$ cat config.mk
export PLATFORM = sky130hd
export DESIGN_NAME = axi4s_pattern_gen
export DESIGN_NICKNAME = d
export VERILOG_FILES = /design/src/rtl/axi4s_pkg.sv /design/src/rtl/axi4s_data_pattern.sv /design/src/rtl/axi4s_pattern_gen.sv
export SDC_FILE = /design/constraint.sdc
export NUM_CORES = 1
export LEC_CHECK = 0
export CORE_MARGIN = 8
export CORE_UTILIZATION = 38
export CTS_BUF_LIST = sky130_fd_sc_hd__clkbuf_8
export DETAILED_ROUTE_END_ITERATION = 16
export GPL_ROUTABILITY_DRIVEN = 0
export PLACE_DENSITY_LB_ADDON = 0.15
export SLEW_MARGIN = 0
export SYNTH_ARGS = -nofsm -noshare
export SYNTH_HDL_FRONTEND = slang
export SYNTH_SLANG_ARGS = --single-unit
export TNS_END_PERCENT = 20
$ cat constraint.sdc
create_clock -name axi4s_aclk -period 5 [get_ports axi4s_aclk]
set_input_delay 1.25 -clock axi4s_aclk [delete_from_list [all_inputs] [get_ports axi4s_aclk]]
set_output_delay 1.25 -clock axi4s_aclk [all_outputs]
set_load 0.1 [all_outputs]
$ cat src/rtl/axi4s_pkg.sv
// Shared constants for the AXI4-stream pattern generator.
package axi4s_pkg;

  // Data pattern selects
  localparam logic [1:0] PAT_INC   = 2'd0;
  localparam logic [1:0] PAT_CONST = 2'd1;
  localparam logic [1:0] PAT_INDEX = 2'd2;
  localparam logic [1:0] PAT_NINC  = 2'd3;

  // Generator FSM states
  typedef enum logic [1:0] {
    ST_IDLE = 2'd0,
    ST_SEND = 2'd1,
    ST_GAP  = 2'd2
  } state_e;

endpackage

$ cat src/rtl/axi4s_data_pattern.sv
// Combinational data pattern for the next beat to be presented.
module axi4s_data_pattern
  import axi4s_pkg::*;
#(
  parameter int unsigned TDATA_WIDTH = 32,
  parameter int unsigned LEN_WIDTH   = 16
) (
  input  logic [1:0]             pattern,
  input  logic [TDATA_WIDTH-1:0] seed,
  input  logic [TDATA_WIDTH-1:0] run_beat,
  input  logic [LEN_WIDTH-1:0]   pkt_idx,
  input  logic [LEN_WIDTH-1:0]   pkt_beat,
  output logic [TDATA_WIDTH-1:0] tdata_c
);

  localparam int unsigned HALF_WIDTH = TDATA_WIDTH / 2;

  logic [TDATA_WIDTH-1:0] inc_c;

  assign inc_c = seed + run_beat;

  // Select the pattern; index pattern packs {packet, beat} into halves
  always_comb begin
    tdata_c = inc_c;
    case (pattern)
      PAT_INC:   tdata_c = inc_c;
      PAT_CONST: tdata_c = seed;
      PAT_INDEX: tdata_c = {HALF_WIDTH'(pkt_idx), HALF_WIDTH'(pkt_beat)};
      PAT_NINC:  tdata_c = ~inc_c;
      default:   tdata_c = inc_c;
    endcase
  end

endmodule

$ cat src/rtl/axi4s_pattern_gen.sv
// AXI4-stream master producing programmable packet traffic with counters.
module axi4s_pattern_gen
  import axi4s_pkg::*;
#(
  parameter int unsigned TDATA_WIDTH = 32,
  parameter int unsigned TID_WIDTH   = 1,
  parameter int unsigned TDEST_WIDTH = 4,
  parameter int unsigned TUSER_WIDTH = 4,
  parameter int unsigned LEN_WIDTH   = 16
) (
  input  logic                     axi4s_aclk,
  input  logic                     axi4s_aresetn,
  input  logic                     cfg_start,
  input  logic                     cfg_stop,
  input  logic [LEN_WIDTH-1:0]     cfg_pkt_len,
  input  logic [LEN_WIDTH-1:0]     cfg_pkt_count,
  input  logic [LEN_WIDTH-1:0]     cfg_gap,
  input  logic [1:0]               cfg_pattern,
  input  logic [TDATA_WIDTH-1:0]   cfg_seed,
  input  logic [TID_WIDTH-1:0]     cfg_tid,
  input  logic [TDEST_WIDTH-1:0]   cfg_tdest,
  output logic                     axi4s_tvalid,
  input  logic                     axi4s_tready,
  output logic [TDATA_WIDTH-1:0]   axi4s_tdata,
  output logic [TDATA_WIDTH/8-1:0] axi4s_tstrb,
  output logic [TDATA_WIDTH/8-1:0] axi4s_tkeep,
  output logic                     axi4s_tlast,
  output logic [TID_WIDTH-1:0]     axi4s_tid,
  output logic [TDEST_WIDTH-1:0]   axi4s_tdest,
  output logic [TUSER_WIDTH-1:0]   axi4s_tuser,
  output logic                     busy,
  output logic                     done,
  output logic [31:0]              beat_cnt,
  output logic [31:0]              pkt_cnt
);

  localparam int unsigned KEEP_WIDTH = TDATA_WIDTH / 8;
  localparam int unsigned CNT_WIDTH  = 32;

  state_e                 state_q, state_d;
  logic [LEN_WIDTH-1:0]   len_q, len_d, count_q, count_d, gap_q, gap_d;
  logic [LEN_WIDTH-1:0]   gap_cnt_q, gap_cnt_d, beat_q, beat_d, pkt_q, pkt_d;
  logic [1:0]             pattern_q, pattern_d;
  logic [TDATA_WIDTH-1:0] seed_q, seed_d, run_beat_q, run_beat_d;
  logic                   stop_q, stop_d, busy_q, busy_d, done_q, done_d;
  logic                   tvalid_q, tvalid_d, tlast_q, tlast_d;
  logic [TDATA_WIDTH-1:0] tdata_q, tdata_d;
  logic [KEEP_WIDTH-1:0]  keep_q, keep_d;
  logic [TUSER_WIDTH-1:0] tuser_q, tuser_d;
  logic [TID_WIDTH-1:0]   tid_q, tid_d;
  logic [TDEST_WIDTH-1:0] tdest_q, tdest_d;
  logic [CNT_WIDTH-1:0]   beat_cnt_q, beat_cnt_d, pkt_cnt_q, pkt_cnt_d;
  logic                   load_beat, end_run;

  logic                   idle_c, hs_c, last_c, count_hit_c;
  logic [1:0]             pattern_src_c;
  logic [TDATA_WIDTH-1:0] seed_src_c, next_tdata_c;
  logic [LEN_WIDTH-1:0]   cfg_len_eff_c, len_src_c;

  // In IDLE the first beat is built straight from the cfg inputs being latched
  assign idle_c        = (state_q == ST_IDLE);
  assign cfg_len_eff_c = (cfg_pkt_len == '0) ? LEN_WIDTH'(1) : cfg_pkt_len;
  assign pattern_src_c = idle_c ? cfg_pattern   : pattern_q;
  assign seed_src_c    = idle_c ? cfg_seed      : seed_q;
  assign len_src_c     = idle_c ? cfg_len_eff_c : len_q;
  assign last_c        = (beat_q == len_src_c - LEN_WIDTH'(1));
  assign hs_c          = tvalid_q & axi4s_tready;
  assign count_hit_c   = (count_q != '0) && (pkt_q == count_q);

  axi4s_data_pattern #(
    .TDATA_WIDTH (TDATA_WIDTH),
    .LEN_WIDTH   (LEN_WIDTH)
  ) u_data_pattern (
    .pattern  (pattern_src_c),
    .seed     (seed_src_c),
    .run_beat (run_beat_q),
    .pkt_idx  (pkt_q),
    .pkt_beat (beat_q),
    .tdata_c  (next_tdata_c)
  );

  // Next-state, index and output-register logic
  always_comb begin
    state_d    = state_q;
    len_d      = len_q;
    count_d    = count_q;
    gap_d      = gap_q;
    pattern_d  = pattern_q;
    seed_d     = seed_q;
    tid_d      = tid_q;
    tdest_d    = tdest_q;
    gap_cnt_d  = gap_cnt_q;
    beat_d     = beat_q;
    pkt_d      = pkt_q;
    run_beat_d = run_beat_q;
    stop_d     = stop_q;
    busy_d     = busy_q;
    done_d     = 1'b0;
    tvalid_d   = tvalid_q;
    tdata_d    = tdata_q;
    tlast_d    = tlast_q;
    tuser_d    = tuser_q;
    beat_cnt_d = beat_cnt_q;
    pkt_cnt_d  = pkt_cnt_q;
    load_beat  = 1'b0;
    end_run    = 1'b0;

    unique case (state_q)
      ST_IDLE: begin
        // A start in the done cycle is deliberately ignored
        if (cfg_start && !done_q) begin
          state_d   = ST_SEND;
          busy_d    = 1'b1;
          stop_d    = 1'b0;
          len_d     = cfg_len_eff_c;
          count_d   = cfg_pkt_count;
          gap_d     = cfg_gap;
          pattern_d = cfg_pattern;
          seed_d    = cfg_seed;
          tid_d     = cfg_tid;
          tdest_d   = cfg_tdest;
          load_beat = 1'b1;
        end
      end
      ST_SEND: begin
        stop_d = stop_q | cfg_stop;
        if (hs_c) begin
          beat_cnt_d = beat_cnt_q + CNT_WIDTH'(1);
          if (tlast_q) begin
            pkt_cnt_d = pkt_cnt_q + CNT_WIDTH'(1);
            if (count_hit_c || stop_d) begin
              end_run = 1'b1;
            end else if (gap_q != '0) begin
              state_d   = ST_GAP;
              gap_cnt_d = gap_q;
              tvalid_d  = 1'b0;
            end else begin
              load_beat = 1'b1;
            end
          end else begin
            load_beat = 1'b1;
          end
        end
      end
      ST_GAP: begin
        stop_d = stop_q | cfg_stop;
        if (gap_cnt_q > LEN_WIDTH'(1)) begin
          gap_cnt_d = gap_cnt_q - LEN_WIDTH'(1);
        end else if (stop_d) begin
          end_run = 1'b1;
        end else begin
          state_d   = ST_SEND;
          load_beat = 1'b1;
        end
      end
      default: state_d = ST_IDLE;
    endcase

    if (load_beat) begin
      tvalid_d   = 1'b1;
      tdata_d    = next_tdata_c;
      tlast_d    = last_c;
      tuser_d    = TUSER_WIDTH'(beat_q == '0);
      run_beat_d = run_beat_q + TDATA_WIDTH'(1);
      if (last_c) begin
        beat_d = '0;
        pkt_d  = pkt_q + LEN_WIDTH'(1);
      end else begin
        beat_d = beat_q + LEN_WIDTH'(1);
      end
    end

    if (end_run) begin
      state_d    = ST_IDLE;
      done_d     = 1'b1;
      busy_d     = 1'b0;
      stop_d     = 1'b0;
      tvalid_d   = 1'b0;
      tlast_d    = 1'b0;
      tuser_d    = '0;
      beat_d     = '0;
      pkt_d      = '0;
      run_beat_d = '0;
    end

    keep_d = {KEEP_WIDTH{tvalid_d}};
  end

  // State and output registers
  always_ff @(posedge axi4s_aclk or negedge axi4s_aresetn) begin
    if (!axi4s_aresetn) begin
      state_q    <= ST_IDLE;
      len_q      <= '0;
      count_q    <= '0;
      gap_q      <= '0;
      pattern_q  <= '0;
      seed_q     <= '0;
      tid_q      <= '0;
      tdest_q    <= '0;
      gap_cnt_q  <= '0;
      beat_q     <= '0;
      pkt_q      <= '0;
      run_beat_q <= '0;
      stop_q     <= 1'b0;
      busy_q     <= 1'b0;
      done_q     <= 1'b0;
      tvalid_q   <= 1'b0;
      tdata_q    <= '0;
      tlast_q    <= 1'b0;
      tuser_q    <= '0;
      keep_q     <= '0;
      beat_cnt_q <= '0;
      pkt_cnt_q  <= '0;
    end else begin
      state_q    <= state_d;
      len_q      <= len_d;
      count_q    <= count_d;
      gap_q      <= gap_d;
      pattern_q  <= pattern_d;
      seed_q     <= seed_d;
      tid_q      <= tid_d;
      tdest_q    <= tdest_d;
      gap_cnt_q  <= gap_cnt_d;
      beat_q     <= beat_d;
      pkt_q      <= pkt_d;
      run_beat_q <= run_beat_d;
      stop_q     <= stop_d;
      busy_q     <= busy_d;
      done_q     <= done_d;
      tvalid_q   <= tvalid_d;
      tdata_q    <= tdata_d;
      tlast_q    <= tlast_d;
      tuser_q    <= tuser_d;
      keep_q     <= keep_d;
      beat_cnt_q <= beat_cnt_d;
      pkt_cnt_q  <= pkt_cnt_d;
    end
  end

  assign axi4s_tvalid = tvalid_q;
  assign axi4s_tdata  = tdata_q;
  assign axi4s_tstrb  = keep_q;
  assign axi4s_tkeep  = keep_q;
  assign axi4s_tlast  = tlast_q;
  assign axi4s_tid    = tid_q;
  assign axi4s_tdest  = tdest_q;
  assign axi4s_tuser  = tuser_q;
  assign busy         = busy_q;
  assign done         = done_q;
  assign beat_cnt     = beat_cnt_q;
  assign pkt_cnt      = pkt_cnt_q;

endmodule

==> impl_metrics.tcl <==
set metrics [dict create \
    status "complete, no violations" \
    drv_slew 0 \
    synth_area_per_cell_um2 9.56 \
    clockBufferDepth 3 \
    grt_pass1_wl_um 75600 \
    mostFrequentLayoutCell "dfrtp_1" \
    fin_skew_ns 0.0364 \
    setup_viol_count_final 0 \
    powerDensity_nw_per_um2 634 \
    fin_setup_tns_ns 0 \
    hold_class "flop to flop" \
    grt_max_degree 96 \
    grt_overflow 0 \
    cts-hold-fix-buffers 0 \
    slowest_delay_ns 0.54 \
    vias 13500 \
    synth_top_cells_by_area "dfrtp_1 (42%), mux2_2 (8.6%), xnor2_1 (5.3%), nor2_1 (3.8%), nand2_1 (3.6%)" \
    cts_max_level 2 \
    cts_setup_buffers 0 \
    synth.area.mux_share_pct 11.3 \
    critPathSlowestCell "ha_4" \
    final_antenna_net_count 0 \
    synth-compound-area-share_pct 13.0 \
    critPathTopFamily "compound AO/OA/AOI/OAI gates" \
    start_util_pct 38.6 \
    tritoncts "yes" \
    critical_path_class "flop to flop" \
    cpMostUsedCell "mux2_2" \
    endpoint_kind "flop" \
    worst_slack_ns 0.641 \
    grt_usage_pct 18.8 \
    antenna_found_initial 0 \
    syn_inst 1698 \
    rsz0062_at_grt "false" \
    clkPwrFrac_pct 16.7 \
    die_area_um2 49600 \
    async_flop_share_pct 100 \
    start_kind "flop" \
    drc 0 \
    timing.final.crit_share_pct 87.2 \
    synth_warnings 0 \
    synth_seq_cells 271 \
    yosysUniqueCellTypes 73 \
    numCtsBuffers 50 \
    viasPerCell 5.47 \
    clk_latency_ns 0.63 \
    io_buffer_count 205 \
    p_sw_mw 5.96 \
    die_h_um 223 \
    syn-cell-area_um2 16200 \
    fmax_ghz 0.229 \
    place_ws_ns 0.0797 \
    core_um2 42000 \
    placedInstanceArea_um2 18800 \
    synth-simple-area-share_pct 18.3 \
    maxCapViolations 0 \
    die_w_um 223 \
    ir_drop_v 0.000690 \
    synth_top_family_by_area "simple AND/OR/NAND/NOR gates" \
    p_comb_share_pct 55.3 \
    synth_xor_area_share_pct 8.58 \
    yosys.area.top_type "dfrtp_1" \
    nets 2032 \
    dp_hpwl_um 35000 \
    p_sw_share_pct 47.5 \
    placementRows 75 \
    root_buffer "clkbuf_8" \
    cp.required_ns 5.48 \
    critPathArrivalTime_ns 4.84 \
    layout_common_cells "dfrtp_1 (271), clkdlybuf4s50_1 (204), nor2_1 (163), nand2_1 (156), mux2_2 (124)" \
    stdcell_count 2466 \
    p_int_mw 6.58 \
    dp.cells 2380 \
    pin_count 209 \
    whs_ns 0.468 \
    totalWireLength_um 47900 \
    first_iter_violations 861 \
    dr.pass1.iters 5 \
    max_slew_margin_pct 28.4 \
    area_growth_pct 21.9 \
    tightest_slew_ns 1.07 \
    seq_area_um2 6780 \
    sequentialPowerShare_pct 27.9 \
    synth_adder_area_share_pct 3.67 \
    fill_cells 4053 \
    antenna-diode-count 0 \
    path_clk_slew_ns 0.06 \
    worstPathMaxFanout 32 \
    wl_per_cell_um 19.4 \
    ys.flop_type "dfrtp_1" \
    finalInstanceArea_um2 19800 \
    first_global_vias 13500 \
    critPathBufInv 2 \
    fin_crit_ns 4.36 \
    synth-seq-area-share_pct 41.8 \
    crit_chain "inv_1 -> ha_4 -> mux2_2 -> ha_1 -> nand3_1 -> nor4b_1 -> nand2_1 -> buf_4 -> a21bo_2 -> a21oi_1 -> o41ai_1 -> xnor2_1 -> mux2_2 -> a221o_1" \
    p_leak_nw 8.31 \
    netlist.area_leader.share_pct 41.8 \
    hold_viol_final 0 \
    multi_input_area_um2 8940 \
    synth_edf_count 0 \
    ctsResizeCount 0 \
    drive_gt1_share_pct 12.7 \
    clkSinkCount 271 \
]
power groups by stage:
stage,Sequential [mW],Combinational (mW),Clock (mW)
floorplan,4.53,4.06,0
global placement,3.51,6.85,0
detailed placement,3.53,6.91,0
CTS,3.50,6.94,2.18
global route,3.60,7.53,2.26
finish,3.50,6.94,2.10
metrics by stage:
step	total power [mW]	utilization, %
finish	12.5	47.1
detailed placement	10.4	44.8
floorplan	8.59	-
global placement	10.4	44.8
CTS	12.6	47.1
global route	13.4	47.1
final timing paths:
path | startpoint | to | slack [ns] | cells after the start
max in group asynchronous | axi4s_aresetn | axi4s_tdata[16]$_DFFE_PN0P_ | 3.31 | 2
min | beat_cnt[31]$_DFFE_PN0P_ | beat_cnt[31]$_DFFE_PN0P_ | 0.47 | 1
max reg2reg | state_q[1]$_DFFE_PN0P_ | axi4s_tdata[17]$_DFFE_PN0P_ | 0.64 | 14
max | state_q[1]$_DFFE_PN0P_ | axi4s_tdata[17]$_DFFE_PN0P_ | 0.64 | 14
min reg2reg | beat_cnt[31]$_DFFE_PN0P_ | beat_cnt[31]$_DFFE_PN0P_ | 0.47 | 1
min in group asynchronous | axi4s_aresetn | pkt_cnt[26]$_DFFE_PN0P_ | 0.64 | 1
cells in the mapped netlist, drive strengths merged, types with 36 or more instances:
cell type and n:
dfrtp 271, nor2 163, nand2 156, mux2 125, xnor2 99, a21oi 78, o21ai 71, clkbuf 60
xor2 60, nand3 55, ha 46, mux2i 43, nor3 37, inv 36
worst reg2reg max path, cell delays in order, from the launching register on:
cell and delay [ns]:
dfrtp_1 0.42, inv_1 0.17, ha_4 0.54, mux2_2 0.47
ha_1 0.37, nand3_1 0.18, nor4b_1 0.34, nand2_1 0.19
buf_4 0.19, a21bo_2 0.23, a21oi_1 0.26, o41ai_1 0.13
xnor2_1 0.15, mux2_2 0.28, a221o_1 0.32
cells by family (layout without fill, tap and decap cells):
group	count (synthesis)	after routing
AND/OR/NAND/NOR	605	605
AO/OA/AOI/OAI	318	318
flip-flops	271	271
multiplexers	168	168
XOR/XNOR	159	159
buffers and inverters	129	356
adder cells (fa/ha/maj)	47	47
other	1	3
sequential cells by signal, summed over array words and instances (netlist names), 4 cells and up:
register	flops
gap_q	16
axi4s_tdest	4
pkt_q	16
axi4s_tdata	32
pkt_cnt	32
seed_q	32
run_beat_q	32
beat_cnt	32
beat_q	16
count_q	16
len_q	16
gap_cnt_q	16
per-layer routing:
metal / vias up / GRT usage (%) / wire length (um) / part of all wire (%)
li1: 6510 / - / - / -
met1: 6514 / 25.0 / 22100 / 46
met2: 399 / 30.2 / 21800 / 46
met4: 0 / 6.65 / 1300 / 2.7
met5: - / 0 / 0 / 0
met3: 78 / 3.70 / 2670 / 5.6
final cells by class:
class / count / share of cell area (%)
repair buffers: 233 / 11.5
clock inverters: 23 / 0.537
well taps: 539 / 3.41
inverters: 37 / 0.702
multi-input cells: 1300 / 45.2
flip-flops and latches: 271 / 34.3
clock buffers: 63 / 4.38
(Power assumes the default switching activity.)
